## src/rtl/calculator_core.sv

```systemverilog
// -----------------------------------------------------------------------------
// calculator_core
//
// Four-digit BCD add/subtract calculator driven by raw buttons and sliders.
// It drives a multiplexed, active-low seven-segment display.
//
// Every raw input passes through its own debouncer. The clear and enter buttons
// act on the rising edge of their debounced level. Each slider auto-increments
// one digit of the entry register while it is held.
//
// A three-state FSM collects operand A, then operand B, then shows the result.
// The result follows the debounced add/subtract select level while it is shown.
//
// Ports
//   clk                 sole clock, rising edge
//   reset               asynchronous, active-high
//   button_clr_undeb    raw clear button
//   button_ent_undeb    raw enter button
//   slider_1_undeb      raw increment for digit 3 (leftmost)
//   slider_2_undeb      raw increment for digit 2
//   slider_3_undeb      raw increment for digit 1
//   slider_4_undeb      raw increment for digit 0 (rightmost)
//   arithmetic_select   raw operation select, 0 = add, 1 = subtract
//   digit_select[3:0]   active-low one-hot digit enable, bit0 = rightmost
//   led_select[6:0]     active-low segments {g,f,e,d,c,b,a}
// -----------------------------------------------------------------------------
module calculator_core #(
  parameter int REFRESH_OVERFLOW = 100000,
  parameter int DB_OVERFLOW      = 1000000,
  parameter int SLIDER_OVERFLOW  = 25000000
) (
  input  logic       clk,
  input  logic       reset,
  input  logic       button_clr_undeb,
  input  logic       button_ent_undeb,
  input  logic       slider_1_undeb,
  input  logic       slider_2_undeb,
  input  logic       slider_3_undeb,
  input  logic       slider_4_undeb,
  input  logic       arithmetic_select,
  output logic [3:0] digit_select,
  output logic [6:0] led_select
);

  localparam int RW  = $clog2(REFRESH_OVERFLOW + 1);
  localparam int DBW = $clog2(DB_OVERFLOW + 1);
  localparam int SW  = $clog2(SLIDER_OVERFLOW + 1);

  localparam logic [RW-1:0]  RF_LAST = RW'(REFRESH_OVERFLOW);
  localparam logic [DBW-1:0] DB_LAST = DBW'(DB_OVERFLOW - 1);
  localparam logic [SW-1:0]  SL_LAST = SW'(SLIDER_OVERFLOW);

  // Bit positions in the raw and debounced input vectors.
  localparam int IDX_CLR = 0;
  localparam int IDX_ENT = 1;
  localparam int IDX_D0  = 2;  // sliders occupy IDX_D0 .. IDX_D0+3, digit order
  localparam int IDX_SEL = 6;

  typedef enum logic [1:0] {
    ENTER_A = 2'd0,
    ENTER_B = 2'd1,
    RESULT  = 2'd2
  } state_t;

  // ---------------------------------------------------------------------------
  // Debouncers
  // ---------------------------------------------------------------------------
  logic [6:0]     raw_vec;
  logic [6:0]     db_q;
  logic [DBW-1:0] db_cnt_q [7];

  assign raw_vec = {arithmetic_select, slider_1_undeb, slider_2_undeb,
                    slider_3_undeb, slider_4_undeb, button_ent_undeb,
                    button_clr_undeb};

  // NOTE: sequential state is written with non-blocking assignments only, so
  // every register samples values from before the edge, whatever the order.
  always_ff @(posedge clk or posedge reset) begin
    if (reset) begin
      db_q <= '0;
      // NOTE: small counter arrays need a known start value, so each element
      // is cleared by reset explicitly (a real RAM would not be).
      for (int i = 0; i < 7; i++) db_cnt_q[i] <= '0;
    end else begin
      for (int i = 0; i < 7; i++) begin
        if (raw_vec[i] == db_q[i]) begin
          db_cnt_q[i] <= '0;
        end else if (db_cnt_q[i] == DB_LAST) begin
          // This edge is the DB_OVERFLOW-th consecutive differing sample.
          db_q[i]     <= raw_vec[i];
          db_cnt_q[i] <= '0;
        end else begin
          db_cnt_q[i] <= db_cnt_q[i] + DBW'(1);
        end
      end
    end
  end

  // ---------------------------------------------------------------------------
  // Button edge events
  // ---------------------------------------------------------------------------
  logic clr_prev_q, ent_prev_q;
  logic clr_evt, ent_evt;

  assign clr_evt = db_q[IDX_CLR] & ~clr_prev_q;
  assign ent_evt = db_q[IDX_ENT] & ~ent_prev_q;

  always_ff @(posedge clk or posedge reset) begin
    if (reset) begin
      clr_prev_q <= 1'b0;
      ent_prev_q <= 1'b0;
    end else begin
      clr_prev_q <= db_q[IDX_CLR];
      ent_prev_q <= db_q[IDX_ENT];
    end
  end

  // ---------------------------------------------------------------------------
  // FSM
  // ---------------------------------------------------------------------------
  state_t state_q, state_d;
  logic   load_a, load_b, clear_all, slider_en;

  always_ff @(posedge clk or posedge reset) begin
    if (reset) state_q <= ENTER_A;
    else       state_q <= state_d;
  end

  // NOTE: every output of a combinational block gets a default first, so no
  // path leaves it unassigned and no latch is inferred.
  always_comb begin
    state_d   = state_q;
    load_a    = 1'b0;
    load_b    = 1'b0;
    clear_all = 1'b0;
    slider_en = (state_q != RESULT);
    if (clr_evt) begin
      // Clear wins over a simultaneous enter.
      clear_all = 1'b1;
      state_d   = ENTER_A;
    end else begin
      unique case (state_q)
        ENTER_A: if (ent_evt) begin
          load_a  = 1'b1;
          state_d = ENTER_B;
        end
        ENTER_B: if (ent_evt) begin
          load_b  = 1'b1;
          state_d = RESULT;
        end
        RESULT:  state_d = RESULT;
        default: state_d = ENTER_A;
      endcase
    end
  end

  // ---------------------------------------------------------------------------
  // Slider auto-increment counters (index = digit position)
  // ---------------------------------------------------------------------------
  logic [3:0]    sl_db;
  logic [3:0]    sl_inc;
  logic [SW-1:0] sl_cnt_q [4];

  assign sl_db = db_q[IDX_D0 +: 4];

  always_comb begin
    for (int n = 0; n < 4; n++) sl_inc[n] = sl_db[n] && (sl_cnt_q[n] == SL_LAST);
  end

  always_ff @(posedge clk or posedge reset) begin
    if (reset) begin
      for (int n = 0; n < 4; n++) sl_cnt_q[n] <= '0;
    end else begin
      for (int n = 0; n < 4; n++) begin
        if (clear_all || !sl_db[n] || sl_inc[n]) sl_cnt_q[n] <= '0;
        else                                     sl_cnt_q[n] <= sl_cnt_q[n] + SW'(1);
      end
    end
  end

  // ---------------------------------------------------------------------------
  // Operand registers (packed BCD, [digit][bit])
  // ---------------------------------------------------------------------------
  logic [3:0][3:0] e_q, a_q, b_q;

  always_ff @(posedge clk or posedge reset) begin
    if (reset) begin
      e_q <= '0;
      a_q <= '0;
      b_q <= '0;
    end else if (clear_all) begin
      e_q <= '0;
      a_q <= '0;
      b_q <= '0;
    end else if (load_a) begin
      a_q <= e_q;
      e_q <= '0;
    end else begin
      if (load_b) b_q <= e_q;
      if (slider_en) begin
        // Each digit wraps 9 -> 0 on its own; there is no carry between digits.
        for (int n = 0; n < 4; n++) begin
          if (sl_inc[n]) e_q[n] <= (e_q[n] == 4'd9) ? 4'd0 : e_q[n] + 4'd1;
        end
      end
    end
  end

  // ---------------------------------------------------------------------------
  // Digit-serial BCD add and subtract
  // ---------------------------------------------------------------------------
  logic [3:0][3:0] sum_d, diff_d;
  logic [4:0]      add_t, add_adj, sub_t, sub_adj;
  logic            add_c, sub_b;

  always_comb begin
    sum_d   = '0;
    diff_d  = '0;
    add_t   = '0;
    add_adj = '0;
    sub_t   = '0;
    sub_adj = '0;
    add_c   = 1'b0;
    sub_b   = 1'b0;
    for (int i = 0; i < 4; i++) begin
      add_t   = {1'b0, a_q[i]} + {1'b0, b_q[i]} + {4'b0, add_c};
      add_adj = add_t - 5'd10;
      if (add_t > 5'd9) begin
        sum_d[i] = add_adj[3:0];
        add_c    = 1'b1;
      end else begin
        sum_d[i] = add_t[3:0];
        add_c    = 1'b0;
      end
      // A ten is pre-added so the digit difference never goes negative.
      sub_t   = {1'b0, a_q[i]} + 5'd10 - {1'b0, b_q[i]} - {4'b0, sub_b};
      sub_adj = sub_t - 5'd10;
      if (sub_t >= 5'd10) begin
        diff_d[i] = sub_adj[3:0];
        sub_b     = 1'b0;
      end else begin
        diff_d[i] = sub_t[3:0];
        sub_b     = 1'b1;
      end
    end
  end

  // ---------------------------------------------------------------------------
  // Display refresh and segment decode
  // ---------------------------------------------------------------------------
  logic [RW-1:0] ref_cnt_q;
  logic [1:0]    active_q;

  always_ff @(posedge clk or posedge reset) begin
    if (reset) begin
      ref_cnt_q <= '0;
      active_q  <= 2'd0;
    end else if (ref_cnt_q == RF_LAST) begin
      ref_cnt_q <= '0;
      active_q  <= active_q + 2'd1;
    end else begin
      ref_cnt_q <= ref_cnt_q + RW'(1);
    end
  end

  logic [3:0][3:0] disp_d;
  logic            dash;
  logic [3:0]      cur_digit;
  logic [6:0]      seg_hi;

  always_comb begin
    disp_d = e_q;
    dash   = 1'b0;
    if (state_q == RESULT) begin
      // The result shows dashes on carry out (> 9999) or on final borrow (< 0).
      disp_d = db_q[IDX_SEL] ? diff_d : sum_d;
      dash   = db_q[IDX_SEL] ? sub_b  : add_c;
    end
    cur_digit = disp_d[active_q];
    unique case (cur_digit)
      4'd0:    seg_hi = 7'h3F;
      4'd1:    seg_hi = 7'h06;
      4'd2:    seg_hi = 7'h5B;
      4'd3:    seg_hi = 7'h4F;
      4'd4:    seg_hi = 7'h66;
      4'd5:    seg_hi = 7'h6D;
      4'd6:    seg_hi = 7'h7D;
      4'd7:    seg_hi = 7'h07;
      4'd8:    seg_hi = 7'h7F;
      4'd9:    seg_hi = 7'h6F;
      default: seg_hi = 7'h00;
    endcase
  end

  assign digit_select = ~(4'b0001 << active_q);
  assign led_select   = dash ? 7'b0111111 : ~seg_hi;

endmodule

```

## config.mk

```make
export PLATFORM = sky130hd
export DESIGN_NAME = calculator_core
export DESIGN_NICKNAME = d
export VERILOG_FILES = /design/src/rtl/calculator_core.sv
export SDC_FILE = /design/constraint.sdc
export NUM_CORES = 1
export LEC_CHECK = 0
export BUFFER_PORTS_ARGS = -buffer_cell sky130_fd_sc_hd__buf_2
export CAP_MARGIN = 30
export CELL_PAD_IN_SITES_DETAIL_PLACEMENT = 2
export CELL_PAD_IN_SITES_GLOBAL_PLACEMENT = 2
export CORE_MARGIN = 2
export CORE_UTILIZATION = 46
export CTS_BUF_LIST = sky130_fd_sc_hd__clkbuf_4 sky130_fd_sc_hd__clkbuf_8
export CTS_CLUSTER_SIZE = 24
export DETAILED_ROUTE_END_ITERATION = 7
export GPL_TIMING_DRIVEN = 0
export PLACE_DENSITY_LB_ADDON = 0.1
export SLEW_MARGIN = 40
export SYNTH_ARGS = -nofsm -noshare
export SYNTH_HDL_FRONTEND = slang
export SYNTH_SLANG_ARGS = --single-unit
```

## constraint.sdc

```tcl
create_clock -name clk -period 23.9 [get_ports clk]
set_input_delay 1.195 -clock clk [delete_from_list [all_inputs] [get_ports clk]]
set_output_delay 1.195 -clock clk [all_outputs]
set_load 0.01 [all_outputs]
```

======== Yosys cells after proc, flatten, opt, wreduce, memory -nomap -nowiden ========
Memories as Yosys holds them, arrays and structs flattened.
Index checks and enable logic that the tools add are counted.
storage, ports and cells
  flip-flop bits (word level) ............. 318
  memory bits (read-only) ................. 112
  output and inout port bits .............. 11
  memories kept ........................... 1
operators by class
  $add $sub $neg .......................... 43
  magnitude comparators ................... 9
  equality and inequality tests ........... 29
  shift operators ......................... 1
  muxes and demuxes ....................... 68
  bitwise gates (word level) .............. 13
  reduce and logical (&&, ||, !) cells .... 37
memories
  memory           words  width  read ports  clocked after Yosys merged registers in  write ports  RTL line  text
  (no name shown)  16     7      1           0                                        0            280       unique case (cur_digit)
operators by type and width
  kind                                                            number
  two-way mux 20 bit                                              14
  two-way mux 16 bit                                              10
  adder 20 x 1 -> 20 bit (second input constant)                  7
  equality test 20 bit (second input constant)                    7
  adder 25 x 1 -> 25 bit (second input constant)                  4
  equality test 25 bit (second input constant)                    4
  two-way mux 25 bit                                              4
  two-way mux 4 bit                                               17
  subtractor 4 bit (second input constant)                        8
  AND reduction 2 bit                                             13
  adder 4 x 4 -> 5 bit                                            4
  adder 4 x 4 -> 5 bit (second input constant)                    4
  >= comparator 5 x 4 -> 1 bit (second input constant)            4
  greater-than comparator 5 x 4 -> 1 bit (second input constant)  4
  subtractor 5 x 4 -> 5 bit                                       4
  adder 17 x 1 -> 17 bit (second input constant)                  1
  equality test 17 bit (second input constant)                    1
  two-way mux 17 bit                                              1
  adder 4 x 1 -> 4 bit (second input constant)                    4
  equality test 4 bit (second input constant)                     4
  two-way mux 1 bit                                               16
  adder 5 x 1 -> 5 bit                                            3
  nonzero test 3 bit                                              5
  subtractor 5 x 1 -> 5 bit                                       3
  other kinds (22)                                                54

======== Depth between registers and ports, before layout ========
Gate-level depths: netlist of the first run.
An unclocked memory read counts as a cell.
  depth after elaboration ................. 20
  mapped depth ............................ 42
  gate-level depth less buffers ........... 42

======== Worst setup path before layout of the first run ========
Ideal clock, no wire load.
  path kind ............................... register to output
  start ................................... register a_q[0] in the netlist's numbering
  end ..................................... output port led_select[3]
  data arrival time ....................... 8073 ps
  data required time ...................... 22705 ps
  path slack .............................. 14632 ps
  cell stages (with the launch flop) ...... 35
  path buffers ............................ 0
  cells stage by stage .................... dfrtp_1 -> ha_1 -> fa_1 -> xor2_1 -> ha_1 -> nand2_1 -> a32o_1 -> o21a_1 -> fa_1 -> fa_1 -> xor2_1 -> ha_1 -> nand2b_1 -> a32oi_1 -> a21oi_1 -> fa_1 -> fa_1 -> xor2_1 -> ha_1 -> nand2b_1 -> a2bb2oi_2 -> a21oi_1 -> fa_1 -> fa_1 -> xor2_1 -> ha_1 -> inv_1 -> o21ai_0 -> a31o_2 -> xor2_1 -> o21ai_0 -> o211ai_4 -> inv_1 -> ha_1 -> o32a_1
on the way
  longest elaborated chain between the ends .. 20
  elaborated cells between the ends (all ways) .. 50
RTL lines
  what                                     RTL line  text
  start: declaration                       184       logic [3:0][3:0] e_q, a_q, b_q;
  start signal: assignment                 196       a_q <= e_q;
  adder 4 x 4 -> 5 bit                     236       sub_t = {1'b0, a_q[i]} + 5'd10 - {1'b0, b_q[i]} - {4'b0, sub_b};
  subtractor 5 x 4 -> 5 bit                236
  >= comparator 5 x 4 -> 1 bit             238       if (sub_t >= 5'd10) begin
  two-way mux 1 bit                        238
  subtractor 5 x 1 -> 5 bit                236
  >= comparator 5 x 4 -> 1 bit             238
  two-way mux 1 bit                        238
  subtractor 5 x 1 -> 5 bit                236
  [... 4 more ...]                         -
  two-way mux 4 bit                        238
  two-way mux 16 bit                       276       disp_d = db_q[IDX_SEL] ? diff_d : sum_d;
  two-way mux 16 bit                       274       if (state_q == RESULT) begin
  binary-select mux 4 bit (select 2 bit)   279       cur_digit = disp_d[active_q];
  two-way mux 4 bit (not written as such)  279
  memory read (16 x 7 bit)                 -
  inverter 7 bit                           296       assign led_select = dash ? 7'b0111111 : ~seg_hi;
  two-way mux 7 bit (*)                    296
  end: declaration                         42        output logic [6:0] led_select
Every way passes the cells marked *; elsewhere a longest branch is shown, timed or not. The select of a mux whose other input is x is not followed.

======== Worst setup path in the final report of the first run ========
Ends and elaborated chain as after synthesis.

==> results of run 1 <==
-- worst max-delay path by stage --
stage | start | depth (start not counted) | end
after CTS | a_q[0] | 35 | led_select[3]
final | a_q[0] | 35 | led_select[3]
after global routing | a_q[0] | 35 | led_select[3]
after floorplan | reset | 1 | a_q[0]
after global placement | reset | 2 | db_cnt_q[97]
after detailed placement | a_q[0] | 35 | led_select[3]
-- layout make-up --
type	instances	area share (%)
multi-input combinational	1424	46.1
sequential	318	40.4
clock buffer	92	5.83
tap	511	3.25
inverter	103	2.00
timing repair buffer	23	1.04
buffer	44	0.839
clock inverter	14	0.521
-- cells in the final DEF, fill, tap and decap left out, types with 14 or more instances in the layout --
cell type    n
mux2i_1     19
fa_1        17
nor4b_1     14
ha_1        82
clkbuf_1    43
xor2_1     137
clkbuf_8    73
inv_1      101
nand4_1     35
a21oi_1     80
and3_1      56
or3_1       30
buf_2       19
clkbuf_4    19
nor2_1     311
nand2_1    192
xnor2_1     89
nand3_1    115
nor3_1      21
o21ai_0     57
dfrtp_1    318
-- critical path: cells and delay by family (launching register included) --
family                     cells  cell delay (ns)
and+or+nand+nor                3             0.20
DFF                            1             0.42
xor gates and xnor gates       5             1.68
AOI/OAI and AO/OA             11             2.56
adders and majority gates     13             4.52
buffers and inverters          3             0.29
-- power breakdown --
part	internal, mW	total (mW)	switching, mW
Sequential	0.546	0.554	0.00804
Clock	0.315	0.570	0.256
Combinational	0.0222	0.0770	0.0548
Total	0.882	1.20	0.318
-- sequential cells by signal, summed over array words and instances, names as in the netlist, 2 cells and up --
name       count
active_q       2
db_q           7
a_q           16
b_q           16
ref_cnt_q     17
sl_cnt_q     100
e_q           16
db_cnt_q     140
state_q        2
-- cells by family (layout without fill, tap and decap cells) --
group | Yosys count | after routing | synth area share [%]
xor+xnor | 226 | 226 | 11.3
fa+ha+maj | 99 | 99 | 7.77
mux | 31 | 31 | 1.98
buf+inv | 147 | 276 | 3.14
simple gates | 864 | 864 | 23.4
flops | 318 | 318 | 45.3
compound gates | 204 | 204 | 7.20
-- through the flow --
stage | cell area [µm²] | worst slack (ns) | hold slack, ns
after detailed placement | 18400 | 13.25 | 0.446
after global placement | 18300 | 9.99 | 0.416
after floorplan | 17600 | 13.91 | 0.402
after CTS | 19700 | 12.37 | 0.457
final | 19700 | 12.37 | 0.454
after global routing | 19700 | 11.77 | 0.458
-- layer usage --
layer,track usage [%],up-vias
li1,-,6552
met1,34.4,7547
met2,56.2,238
met3,3.83,131
met4,11.9,0
met5,0,-
==> flow_metrics.py, run 1 <==
metrics = {
    "setup_path": {
        "reg2regPathDepth": 10,
        "crit_path_end_kind": "output port",
        "slowest_delay_ns": 0.46,
        "worst_path_max_delay_cell": "fa_1",
        "required_ns": 22.71,
        "reg2reg_from": "state_q[0]",
        "start_kind": "register",
        "crit_type": "register to output port",
        "rr_endpoint": "e_q[15]",
        "cp_data_arrival_time_ns": 10.34,
        "cpMostUsedCell": "fa_1",
        "r2r_slack_ns": 20.52,
        "critical_path_peak_fanout": 9,
    },
    "die": {
        "initial_utilization_pct": 46.7,
        "rows": 71,
        "core_area_mm2": 0.0377,
        "io_pins": 20,
        "die_w_um": 199,
        "die_area_mm2": 0.0398,
        "die_h_um": 199,
    },
    "logic_synthesis": {
        "async_reset_ff_share_pct": 100,
        "syn-num-nets": 1997,
        "yosysTopAreaCell": "dfrtp_1",
        "synth_top_cell_area_share_pct": 45.3,
        "synth-seq-area-share_pct": 45.3,
        "synth.avg_cell_area_um2": 9.30,
        "synth_most_common_cell": "dfrtp_1",
        "ys_ff_latch": 318,
        "yosysUniqueCellTypes": 70,
        "yosysWarnings": 0,
        "synthFlopType": "dfrtp_1",
        "synth_area_leaders": "dfrtp_1 (45%), xor2_1 (6.8%), nor2_1 (6.6%)",
        "synthCells": 1889,
        "synth-edff-count": 0,
        "synthTopCellsByCount": "dfrtp_1 (318), nor2_1 (311), nand2_1 (192)",
        "synth.cell_area_mm2": 0.0176,
    },
    "placement": {
        "place_inst": 2423,
        "port_buffers": 19,
        "hpwl_mm": 35.3,
        "gp_routability_congestion": 0.783,
    },
    "sta": {
        "grt_setup_unrepaired": "no",
        "finalSetupTns_ns": 0,
        "hold_viol": 0,
        "fmax_ghz": 0.0867,
        "worst_slew_pin_slew_ns": 0.858,
        "fin_crit_ns": 11.53,
        "setup_violations": 0,
        "maxSlewViolCount": 0,
        "fin_crit_sh_pct": 48.2,
        "maxSlewHeadroom_pct": 42.8,
        "clock_skew_ns": 0.0222,
    },
    "drt": {
        "wl_met2_mm": 30.7,
        "drt-initial-drc-count": 566,
        "wl_mm": 57.2,
        "wl_per_cell_um": 22.6,
        "drc": 0,
        "wl_met1_mm": 23.3,
        "ant_nets": 0,
        "viasPerCell": 5.72,
        "highest_layer": "met4",
        "vias": 14500,
        "dr_wl_met3_mm": 1.44,
        "dr.pass1.iters": 4,
    },
    "clocking": {
        "root_buffer": "clkbuf_8",
        "cts_tree": "yes",
        "insertion_delay_ns": 0.66,
        "cts_buffers": 56,
        "post_cts_buffers": 0,
        "cts_resized": 0,
        "cts_buffer_depth": 3,
        "ctsHoldBuffers": 0,
        "clock-sinks": 318,
        "clk_pin_slew_ns": 0.07,
        "htreeDepth": 2,
    },
    "status": {
        "outcome": "finished, final reports clean",
    },
    "pwr": {
        "total_power_mw": 1.20,
        "power_leakage_nw": 8.66,
        "irDropWorstVdd_uv": 39.5,
        "power_density_mw_per_mm2": 61.0,
    },
    "finish": {
        "multi_input_area_mm2": 0.00907,
        "fillers": 4031,
        "antennaDiodeCount": 0,
        "stdcell_count": 2529,
        "drive_gt1_share_pct": 7.93,
        "fin_nets": 2078,
        "areaGrowthSynthToFinish_pct": 12.0,
        "final_util_pct": 52.2,
        "regArea_mm2": 0.00796,
    },
    "grt": {
        "gr-total-overflow": 0,
        "grtUsageTotal_pct": 29.9,
        "grt_start_max_net_pins": 78,
        "grt_pass1_wl_mm": 93.8,
        "grt_pass1_vias": 17100,
        "antenna_found_initial": 0,
    },
    "min_path": {
        "hp-class": "register to register",
        "hold_start": "db_q[1]",
        "whs_endpoint": "ent_prev_q",
        "whs_path_depth": 0,
    },
    "job": {
        "maxCapViolCount": 0,
    },
}
Power figures use the tool's default switching activity.
==> run 2: changes to the inputs <==
CORE_UTILIZATION = 38   (was 46)
clock period = 9.3 ns   (was 23.9 ns; I/O delays follow)
==> run 2 against run 1 <==
First-iteration DRC count decreased by 0.88%. Global-route usage decreased by 9.7 points. Via count decreased by 2.6%. Clock power increased to 2.7 times the previous value. Total power increased to 2.6 times the previous value. Cell area increased by 5.0%. Largest cell class unchanged. Highest routed layer unchanged.
==> flow_metrics.py, run 2 (same netlist as run 1, synthesis figures left out) <==
metrics = {
    "finish": {
        "drive_gt1_share_pct": 13.4,
        "fillers": 4928,
        "stdcell_count": 2660,
        "largest_reg_flops": 140,
        "largest-register": "db_cnt_q",
        "layout_common_cells": "dfrtp_1 (316), nor2_1 (311), nand2_1 (192)",
        "final_common_cell": "dfrtp_1",
        "fin_nets": 2121,
        "antennaDiodeCount": 0,
        "areaGrowthSynthToFinish_pct": 17.6,
        "reg_top3": "db_cnt_q x140, sl_cnt_q x100, ref_cnt_q x17",
    },
    "die": {
        "core_area_mm2": 0.0455,
        "rows": 78,
        "die_area_mm2": 0.0480,
        "io_pins": 20,
        "initial_utilization_pct": 38.6,
        "die_h_um": 219,
        "die_w_um": 219,
    },
    "clocking": {
        "cts_tree": "yes",
        "clk_pin_slew_ns": 0.06,
        "clock-sinks": 318,
        "insertion_delay_ns": 0.67,
        "cts_buffer_depth": 3,
        "cts_buffers": 60,
        "htreeDepth": 2,
        "root_buffer": "clkbuf_8",
    },
    "job": {
        "maxCapViolCount": 0,
    },
    "sta": {
        "maxSlewHeadroom_pct": 47.5,
        "maxSlewViolCount": 0,
        "clock_skew_ns": 0.0338,
        "fin_crit_ns": 9.22,
        "fin_crit_sh_pct": 99.2,
        "fin_hold_ws_ns": 0.0747,
        "fmax_ghz": 0.108,
        "grt_setup_unrepaired": "yes",
        "setup_violations": 0,
        "worst_slew_pin_slew_ns": 0.788,
        "hold_viol": 0,
    },
    "grt": {
        "grtUsageTotal_pct": 20.3,
        "grt_pass1_vias": 15800,
        "gr-total-overflow": 0,
        "grt_pass1_wl_mm": 79.9,
        "grt_start_max_net_pins": 73,
        "antenna_found_initial": 0,
    },
    "status": {
        "outcome": "finished, final reports clean",
    },
    "pwr": {
        "power_density_mw_per_mm2": 153,
        "power_leakage_nw": 8.97,
        "irDropWorstVdd_uv": 125,
    },
    "placement": {
        "hpwl_mm": 32.4,
        "place_inst": 2512,
        "port_buffers": 19,
        "gp_routability_congestion": 0.770,
    },
    "drt": {
        "vias": 14100,
        "dr.pass1.iters": 6,
        "drt-initial-drc-count": 561,
        "viasPerCell": 5.30,
        "ant_nets": 0,
        "drc": 0,
        "wl_per_cell_um": 18.0,
        "wl_mm": 48.0,
    },
    "setup_path": {
        "cp_data_arrival_time_ns": 8.76,
        "start_kind": "register",
        "worst_path_max_delay_cell": "fa_2",
        "critical_path_peak_fanout": 4,
        "required_ns": 8.84,
        "path_buf_inv": 3,
        "crit_path_end_kind": "output port",
        "slowest_delay_ns": 0.43,
        "cpMostUsedCell": "fa_2",
        "crit_type": "register to output port",
        "crit_family": "adder cells",
    },
    "min_path": {
        "hp-class": "input port to register",
    },
}
==> run 2: changes by cell type in the layout (fill, tap and decap cells not counted), moves of 6 or more <==
cell / delta
fa_1: -14
buf_4: +35
fa_2: +14
ha_1: -21
xor2_1: -6
ha_4: +6
ha_2: +15
inv_1: -6
clkbuf_8: +6
inv_2: +6
==> run 2: routing by layer <==
| metal | up-vias | GRT usage (%) | share of wire, % |
|---|---|---|---|
| met5 | - | 0 | 0 |
| met4 | 0 | 5.52 | 2.2 |
| met3 | 87 | 3.52 | 2.7 |
| met2 | 150 | 36.1 | 51 |
| li1 | 6641 | - | - |
| met1 | 7208 | 25.2 | 44 |
==> run 2: report_power, final <==
| group | leakage (nW) | internal, mW | total [mW] | switching [mW] |
|---|---|---|---|---|
| Combinational | 3.86 | 0.0663 | 0.205 | 0.139 |
| Clock | 0.724 | 0.895 | 1.53 | 0.631 |
| Sequential | 4.39 | 1.40 | 1.42 | 0.0186 |
==> run 2: metrics by stage <==
step / cell area [µm²] / utilization, % / TNS (ns) / setup WS (ns) / power [mW]
2_1_floorplan: 17600 / - / 0 / 0.0354 / 1.57
3_3_place_gp: 18400 / 40.5 / -1330.68 / -4.22 / 1.62
3_5_place_dp: 18500 / 40.8 / -3.99 / -0.664 / 1.64
4_1_cts: 20100 / 44.3 / 0 / 0.00815 / 3.21
5_1_grt: 20700 / 45.4 / -1.39 / -0.251 / 3.31
6_report: 20700 / 45.4 / 0 / 0.0778 / 3.15
==> run 2: final timing paths <==
kind,startpoint,endpoint,slack (ns),depth (start not counted)
min reg2reg,db_q[1],ent_prev_q,0.47,0
min in group asynchronous,reset,sl_cnt_q[79],0.38,3
max in group asynchronous,reset,db_cnt_q[31],7.87,5
min,slider_3_undeb,db_q[3],0.07,2
max,b_q[0],led_select[3],0.08,34
max reg2reg,state_q[0],e_q[15],6.20,10
==> run 2: layout make-up <==
| cell class | count | area (µm²) | share of cell area, % |
|---|---|---|---|
| inverters | 103 | 394 | 1.91 |
| repair buffers | 61 | 500 | 2.42 |
| well taps | 600 | 751 | 3.63 |
| multi-input cells | 1425 | 9530 | 46.1 |
| clock inverters | 10 | 119 | 0.575 |
| clock buffers | 99 | 1240 | 5.99 |
| plain buffers | 44 | 165 | 0.799 |
| flip-flops and latches | 318 | 7960 | 38.5 |
==> run 2: timing repair <==
item	in CTS	in global routing
pin swaps	10	51
gates cloned	0	1
setup buffers	12	26
hold endpoints to repair	53	0
resized for setup	31	73
setup endpoints to repair	7	7
hold buffers	1	0
==> run 3: changes to the inputs <==
CORE_UTILIZATION = 46   (was 38)
clock period = 10.73 ns   (was 9.3 ns; I/O delays follow)
==> run 3 against run 2 <==
Global-route usage up 9.7 points. Non-clock buffer count down 34. Sequential power down 13%. Core utilization up 7.1 points. Critical path type unchanged. Largest power group unchanged.
==> flow_metrics.py, run 3 (same netlist as run 1, synthesis figures left out) <==
metrics = {
    "finish": {
        "layout_common_cells": "dfrtp_1 (318), nor2_1 (311), nand2_1 (192)",
        "final_common_cell": "dfrtp_1",
        "stdcell_count": 2533,
        "areaGrowthSynthToFinish_pct": 12.5,
        "reg_top3": "db_cnt_q x140, sl_cnt_q x100, ref_cnt_q x17",
        "antennaDiodeCount": 0,
        "largest_reg_flops": 140,
        "drive_gt1_share_pct": 8.46,
        "fillers": 4025,
        "largest-register": "db_cnt_q",
        "fin_nets": 2082,
    },
    "sta": {
        "fmax_ghz": 0.0966,
        "maxSlewViolCount": 0,
        "fin_crit_sh_pct": 96.5,
        "worst_slew_pin_slew_ns": 0.851,
        "fin_crit_ns": 10.36,
        "hold_viol": 0,
        "maxSlewHeadroom_pct": 43.2,
        "fin_hold_ws_ns": 0.148,
        "setup_violations": 0,
        "clock_skew_ns": 0.0228,
    },
    "setup_path": {
        "reg2reg_from": "state_q[0]",
        "worst_path_max_delay_cell": "fa_1",
        "slowest_delay_ns": 0.48,
        "critical_path_peak_fanout": 5,
        "crit_start": "a_q[0]",
        "crit_end": "led_select[3]",
        "required_ns": 10.19,
        "cp_data_arrival_time_ns": 9.82,
        "start_kind": "register",
        "reg2regPathDepth": 10,
        "r2r_slack_ns": 7.36,
        "crit_type": "register to output port",
        "rr_endpoint": "e_q[15]",
        "crit_path_end_kind": "output port",
    },
    "pwr": {
        "p_int_mw": 1.97,
        "irDropWorstVdd_uv": 88.0,
        "power_density_mw_per_mm2": 135,
        "power_leakage_nw": 8.69,
        "sw_frac_of_total_pct": 26.5,
        "p_clk_share_pct": 47.4,
        "power_switching_mw": 0.709,
        "p_comb_share_pct": 6.6,
        "total_power_mw": 2.68,
        "p_seq_share_pct": 46.0,
    },
    "grt": {
        "grt_start_max_net_pins": 78,
        "grt_pass1_vias": 17100,
        "antenna_found_initial": 0,
        "grt_pass1_wl_mm": 93.8,
        "gr-total-overflow": 0,
        "grtUsageTotal_pct": 30.0,
    },
    "placement": {
        "place_inst": 2423,
        "port_buffers": 19,
        "gp_routability_congestion": 0.783,
        "hpwl_mm": 35.3,
    },
    "drt": {
        "vias": 14500,
        "drc": 0,
        "wl_mm": 57.6,
        "dr.pass1.iters": 5,
        "drt-initial-drc-count": 621,
        "wl_per_cell_um": 22.7,
        "ant_nets": 0,
        "viasPerCell": 5.72,
    },
    "die": {
        "core_area_mm2": 0.0377,
        "die_area_mm2": 0.0398,
        "die_w_um": 199,
        "die_h_um": 199,
        "io_pins": 20,
        "rows": 71,
        "initial_utilization_pct": 46.7,
    },
    "clocking": {
        "root_buffer": "clkbuf_8",
        "cts_buffers": 56,
        "insertion_delay_ns": 0.66,
        "cts_tree": "yes",
        "clk_pin_slew_ns": 0.07,
        "cts_buffer_depth": 3,
        "clock-sinks": 318,
        "htreeDepth": 2,
    },
    "min_path": {
        "hold_start": "button_ent_undeb",
        "hp-class": "input port to register",
    },
    "status": {
        "outcome": "finished, final reports clean",
    },
    "job": {
        "maxCapViolCount": 0,
    },
}
-- run 3: cell count changes in the layout (fill, tap and decap cells not counted), sizes merged --
cell      delta
buf         -34
clkbuf       -7
clkinv       +5
clkinvlp     +3
inv          -3
bufinv       -1
o32ai        -1
-- run 3: worst min path at each step --
| stage | end | slack, ns | cells past startpoint |
|---|---|---|---|
| after floorplan | ent_prev_q | 0.40 | 0 |
| after global placement | ent_prev_q | 0.42 | 0 |
| after detailed placement | ent_prev_q | 0.45 | 0 |
| after CTS | db_q[1] | 0.11 | 2 |
| after global routing | db_q[1] | 0.13 | 2 |
| final | db_q[1] | 0.15 | 2 |
-- run 3: layout make-up --
class                           count  area [µm²]  share of cell area [%]
Inverter                          103         394                    1.99
Multi-Input combinational cell   1424        9130                    46.2
Sequential cell                   318        7960                    40.2
Buffer                             44         165                   0.835
Timing Repair Buffer               27         238                    1.20
Clock inverter                     14         103                   0.519
Tap cell                          511         639                    3.23
Clock buffer                       92        1150                    5.80
-- run 3: timing repair --
action / 4_1_cts / 5_1_grt
hold buffers: 1 / 0
setup buffers: 0 / 3
pin swaps: 0 / 3
endpoints found under the hold margin: 55 / 0
setup endpoints to repair: 3 / 7
resized for setup: 2 / 8
-- run 3: stage by stage --
stage	instance area [µm²]	util, %	TNS (ns)	setup WS, ns
final	19800	52.5	0	0.373
after global routing	19800	52.5	-0.313	-0.106
after CTS	19700	52.3	0	0.0639
after detailed placement	18400	48.9	0	0.737
after global placement	18300	48.6	-789.63	-2.53
after floorplan	17600	-	0	1.39
-- run 3: critical path, delay by kind of cell, from the launching register on --
family                   cells  cell delay [ns]
AO/OA/AOI/OAI               11             2.47
XOR/XNOR                     5             1.27
AND/OR/NAND/NOR              2             0.16
flip-flops                   1             0.42
adder cells (fa/ha/maj)     13             4.55
buffers and inverters        3             0.27
-- run 3: power by group through the flow --
stage / Sequential (mW) / Combinational, mW / Clock, mW
global route: 1.23 / 0.198 / 1.35
floorplan: 1.25 / 0.109 / 0
global placement: 1.25 / 0.151 / 0
CTS: 1.23 / 0.174 / 1.30
finish: 1.23 / 0.177 / 1.27
detailed placement: 1.25 / 0.168 / 0
-- run 3: metal layers --
metal	wire length, µm	global-route usage, %	part of all wire (%)	vias up
li1	-	-	-	6557
met1	23400	34.4	41	7554
met2	30900	56.3	54	254
met3	1460	3.81	2.5	132
met4	1860	11.8	3.2	0
met5	0	0	0	-
